<file path="src/rtl/decoder_rr_arbiter.sv">
// Round-robin arbiter for eight requesters sharing a 3-to-8 decoded select.
// Grant index and one-hot grant are registered; a grant is held until done, request drop, or MAX_HOLD.
//
//   state   | meaning
//   --------+----------------------------------------------------------
//   IDLE    | no grant; arbitrate from ptr when any request is pending
//   GRANT   | gnt_idx owns the resource; hold_cnt counts owned cycles
//   RELEASE | one-cycle bus turnaround gap before arbitration resumes
module decoder_rr_arbiter #(
  parameter int MAX_HOLD = 8,
  parameter int CNT_W    = 8
) (
  input  logic       clk,
  input  logic       reset,
  input  logic [7:0] req,
  input  logic       done,
  output logic       gnt_valid,
  output logic [2:0] gnt_idx,
  output logic [7:0] gnt_onehot,
  output logic       timeout
);

  typedef enum logic [1:0] {IDLE, GRANT, RELEASE} state_t;

  state_t           state;
  logic [2:0]       ptr;
  logic [CNT_W-1:0] hold_cnt;

  logic [2:0] pick;
  logic [2:0] cand;
  logic       found;
  logic       rel_done;
  logic       rel_drop;
  logic       rel_max;

  // First set request in the order ptr, ptr+1, ..., ptr+7 with 3-bit wrap.
  always_comb begin
    pick  = ptr;
    cand  = ptr;
    found = 1'b0;
    for (int i = 0; i < 8; i++) begin
      cand = ptr + 3'(i);
      if (!found && req[cand]) begin
        pick  = cand;
        found = 1'b1;
      end
    end
  end

  assign rel_done = done;
  assign rel_drop = ~req[gnt_idx];
  assign rel_max  = (hold_cnt == CNT_W'(MAX_HOLD));

  always_ff @(posedge clk or posedge reset) begin
    if (reset) begin
      state      <= IDLE;
      ptr        <= 3'd0;
      hold_cnt   <= '0;
      gnt_valid  <= 1'b0;
      gnt_idx    <= 3'd0;
      gnt_onehot <= 8'h00;
      timeout    <= 1'b0;
    end else begin
      case (state)
        IDLE: begin
          timeout <= 1'b0;
          if (found) begin
            state      <= GRANT;
            gnt_valid  <= 1'b1;
            gnt_idx    <= pick;
            gnt_onehot <= 8'(1) << pick;
            hold_cnt   <= CNT_W'(1);
          end
        end
        GRANT: begin
          if (rel_done || rel_drop || rel_max) begin
            state      <= RELEASE;
            gnt_valid  <= 1'b0;
            gnt_onehot <= 8'h00;
            ptr        <= gnt_idx + 3'd1;
            // A normal completion on the limit cycle is not a timeout.
            timeout    <= rel_max && !rel_done && !rel_drop;
          end else begin
            hold_cnt <= hold_cnt + CNT_W'(1);
          end
        end
        RELEASE: begin
          state   <= IDLE;
          timeout <= 1'b0;
        end
        default: begin
          state      <= IDLE;
          gnt_valid  <= 1'b0;
          gnt_onehot <= 8'h00;
          timeout    <= 1'b0;
        end
      endcase
    end
  end

endmodule
</file>
<file path="config.mk">
export PLATFORM = sky130hd
export DESIGN_NAME = decoder_rr_arbiter
export DESIGN_NICKNAME = d
export VERILOG_FILES = /design/src/rtl/decoder_rr_arbiter.sv
export SDC_FILE = /design/constraint.sdc
export NUM_CORES = 1
export LEC_CHECK = 0
export CORE_ASPECT_RATIO = 0.7
export CORE_MARGIN = 1
export CORE_UTILIZATION = 40
export CTS_BUF_LIST = sky130_fd_sc_hd__clkbuf_2 sky130_fd_sc_hd__clkbuf_4 sky130_fd_sc_hd__clkbuf_8
export CTS_CLUSTER_DIAMETER = 200
export DETAILED_ROUTE_END_ITERATION = 10
export GPL_ROUTABILITY_DRIVEN = 0
export PLACE_DENSITY = 0.71
export SYNTH_ARGS = -nofsm -noshare
export SYNTH_HDL_FRONTEND = slang
export SYNTH_SLANG_ARGS = --single-unit
</file>
<file path="constraint.sdc">
create_clock -name clk -period 4.6 [get_ports clk]
set_input_delay 0.46 -clock clk [delete_from_list [all_inputs] [get_ports clk]]
set_output_delay 0.46 -clock clk [all_outputs]
set_load 0.02 [all_outputs]
</file>
==> out/results.ini <==
[run_status]
status = finished, final reports clean

[critical_path]
crit_path_end_kind = register
critPathMaxFanout = 16
path_class = register to register
timing.reg2reg.setup_slack_ns = 0.93
worst-endpoint-required_ns = 4.77
arrival_ns = 3.84
critical_path.startpoint_type = register

[logic_synthesis]
synth_area_leaders = sky130_fd_sc_hd__dfrtp_1 (30%), sky130_fd_sc_hd__mux4_2 (9.4%), sky130_fd_sc_hd__nand2_1 (5.7%), sky130_fd_sc_hd__mux2i_1 (3.7%), sky130_fd_sc_hd__nor2_1 (3.3%)
synth_async_sr_flop_share_pct = 100
synth_fp_nets = 239
synth_edf_count = 0
syn_area_um2 = 2160
synth_cell_type_count = 65
syn-instance-count = 223
yosys.area.top_type = sky130_fd_sc_hd__dfrtp_1
synthesis.area_per_instance_um2 = 9.69
synth_sequential_area_ratio_pct = 30.1
ys_seq_elements = 26
synthFlopType = sky130_fd_sc_hd__dfrtp_1
synth-warning-count = 0
synthDominantCellAreaShare_pct = 30.1

[cells_and_area]
seq_area_um2 = 651
fillers = 469
syn_to_final_growth_pct = 16.8
multi_input_area_um2 = 1430
antenna_cells = 0
final_net_count = 262
final_layout_size_suffix_gt1_share_pct = 13.9
design_area_um2 = 2520

[clock_network]
cts-buffers-inserted = 3
post_cts_hold_buffer_count = 0
clockRootBuffer = sky130_fd_sc_hd__clkbuf_8
cts_setup_buffers = 0
tritoncts = built
cts_max_path_buffers = 2
clock_latency_late_sink_ns = 0.27
post_cts.resized_instances = 0
clock_slew_seen_by_the_registers_of_the_worst_setup_and_hold_paths_ns = 0.09
htreeDepth = 1
clock_sink_count = 26

[timing]
period_needed_ns = 3.67
timing.final.max_slew_violations = 0
maxClockFrequency_mhz = 273
max_slew_margin_pct = 35.3
worst_slew_pin_slew_ns = 0.969
share_of_the_clock_period_used_by_the_worst_path_pct = 79.8
final_hold_viols = 0
grt_setup_unrepaired = false
setup_viol_count_final = 0
worst_clock_skew_ns = 0.00346
hold_slack_ns = 0.480
totalNegativeSetupSlack_ns = 0

[die]
count_of_boundary_i_o_pins = 24
fp.coreArea_um2 = 4990
floorplan.die.width_um = 89.8
row_count = 21
initial_core_util_pct = 43.3
floorplan.die_area_um2 = 5700
fp.dieH_um = 63.5

[detailed_routing]
routed-wl-met3_um = 448
wirelength_met1_mm = 2.67
dr_total_vias = 1910
drt_drc_violations_left = 0
post_drt_via_cell_ratio = 6.08
drt-total-wl_mm = 5.29
first_iter_violations = 185
met2_length_mm = 2.13
avgRoutedWirePerCell_um = 16.9
detailedRoute.firstPassIterationCount = 5
drtAntennaViolNets = 0
routed.top_layer = met4

[hold_path]
min-delay-path-class = register to register

[placed_design]
placed_area_um2 = 2450
hpwl_after_detailed_placement_mm = 4.00
port-buffer-count = 23

[global_route]
grt_start_max_net_pins = 27
wire_length_of_the_first_global_routing_pass_mm = 8.99
grt_pass1_vias = 1821
gr-usage-all-layers_pct = 19.5
global_route.overflow_total = 0
initial_antenna_violation_count = 0

[flow_run]
max-cap-violations = 0

## layout by cell type (no fill, tap or decap), drive strengths merged, types with 2 or more instances in the layout
cell type      instances
nand3                  2
nand4                  4
o21ai                 10
mux2i                  9
nor2                  19
a32oi                  3
buf                    3
nor3b                  2
a31oi                  2
dfrtp                 26
a21oi                 10
nor3                   2
a21o                   2
a21boi                 2
nand2b                 5
o2111ai                2
xnor2                  4
a32o                   6
nor4                   2
o22ai                  3
or3                    2
mux4                  10
a2bb2o                 2
mux2                   3
inv                   10
or2                    2
nor2b                  4
ha                     5
o221ai                 2
xor2                   7
nand2                 33
o41ai                  4
and2                   2
a22oi                  2
clkdlybuf4s50         23
clkbuf                 3
## worst max-delay path: stages (launching register included)
cell and delay, ns:
sky130_fd_sc_hd__dfrtp_1 0.42, sky130_fd_sc_hd__inv_1 0.14, sky130_fd_sc_hd__ha_1 0.69, sky130_fd_sc_hd__mux4_1 0.53
sky130_fd_sc_hd__mux2i_4 0.27, sky130_fd_sc_hd__nand3_2 0.12, sky130_fd_sc_hd__a21oi_4 0.25, sky130_fd_sc_hd__a311o_1 0.54
sky130_fd_sc_hd__and2_1 0.41, sky130_fd_sc_hd__nand2_1 0.12, sky130_fd_sc_hd__o41ai_2 0.06
## sequential cells by signal (all words and copies together) (netlist names)
name	count
timeout	1
hold_cnt	8
gnt_onehot	8
ptr	3
gnt_idx	3
state	2
gnt_valid	1
## Yosys cell counts (all sizes together) (4+ instances only)
cell type,instances
o41ai,4
xnor2,4
buf,6
nand2,33
xor2,7
nor2,19
dfrtp,26
ha,5
nand4,4
nand2b,5
inv,10
a21oi,10
nor2b,4
o21ai,10
a32o,6
mux4,10
mux2i,9
## worst paths after layout
kind                               start             to  cells after the start
setup / recovery                  ptr[0]  gnt_onehot[2]                     10
hold / removal             gnt_onehot[0]  gnt_onehot[0]                      2
setup reg to reg                  ptr[0]  gnt_onehot[2]                     10
hold reg to reg            gnt_onehot[0]  gnt_onehot[0]                      2
max in group asynchronous          reset         ptr[1]                      2
min in group asynchronous          reset        timeout                      2
## cell type report
cell class | count | share of cell area, %
repair buffers | 26 | 10.0
inverters | 10 | 1.49
clock inverters | 1 | 1.19
clock buffers | 3 | 1.64
multi-input cells | 179 | 56.5
well taps | 69 | 3.42
flip-flops and latches | 26 | 25.8
## logic make-up after synthesis
kind of cell | count (synthesis) | synth area share, %
flops | 26 | 30.1
simple gates | 83 | 19.2
buf+inv | 18 | 3.88
compound gates | 58 | 22.1
fa+ha+maj | 5 | 2.90
mux | 22 | 17.1
xor+xnor | 11 | 4.81
## metrics by stage
stage	setup WS [ns]	utilization, %	std cells
final	0.931	50.6	314
after global routing	0.692	50.6	314
after CTS	0.994	50.6	314
after detailed placement	1.01	49.1	310
after global placement	1.04	49.1	310
after floorplan	1.44	-	223
## metal layers
metal / global-route usage (%) / up-vias
li1: - / 883
met1: 29.3 / 918
met2: 28.2 / 98
met3: 5.68 / 11
met4: 1.84 / 0
met5: 0 / -
Power is not shown: default switching activity piles up to over one toggle a cycle in this logic, so the estimate is an artifact.
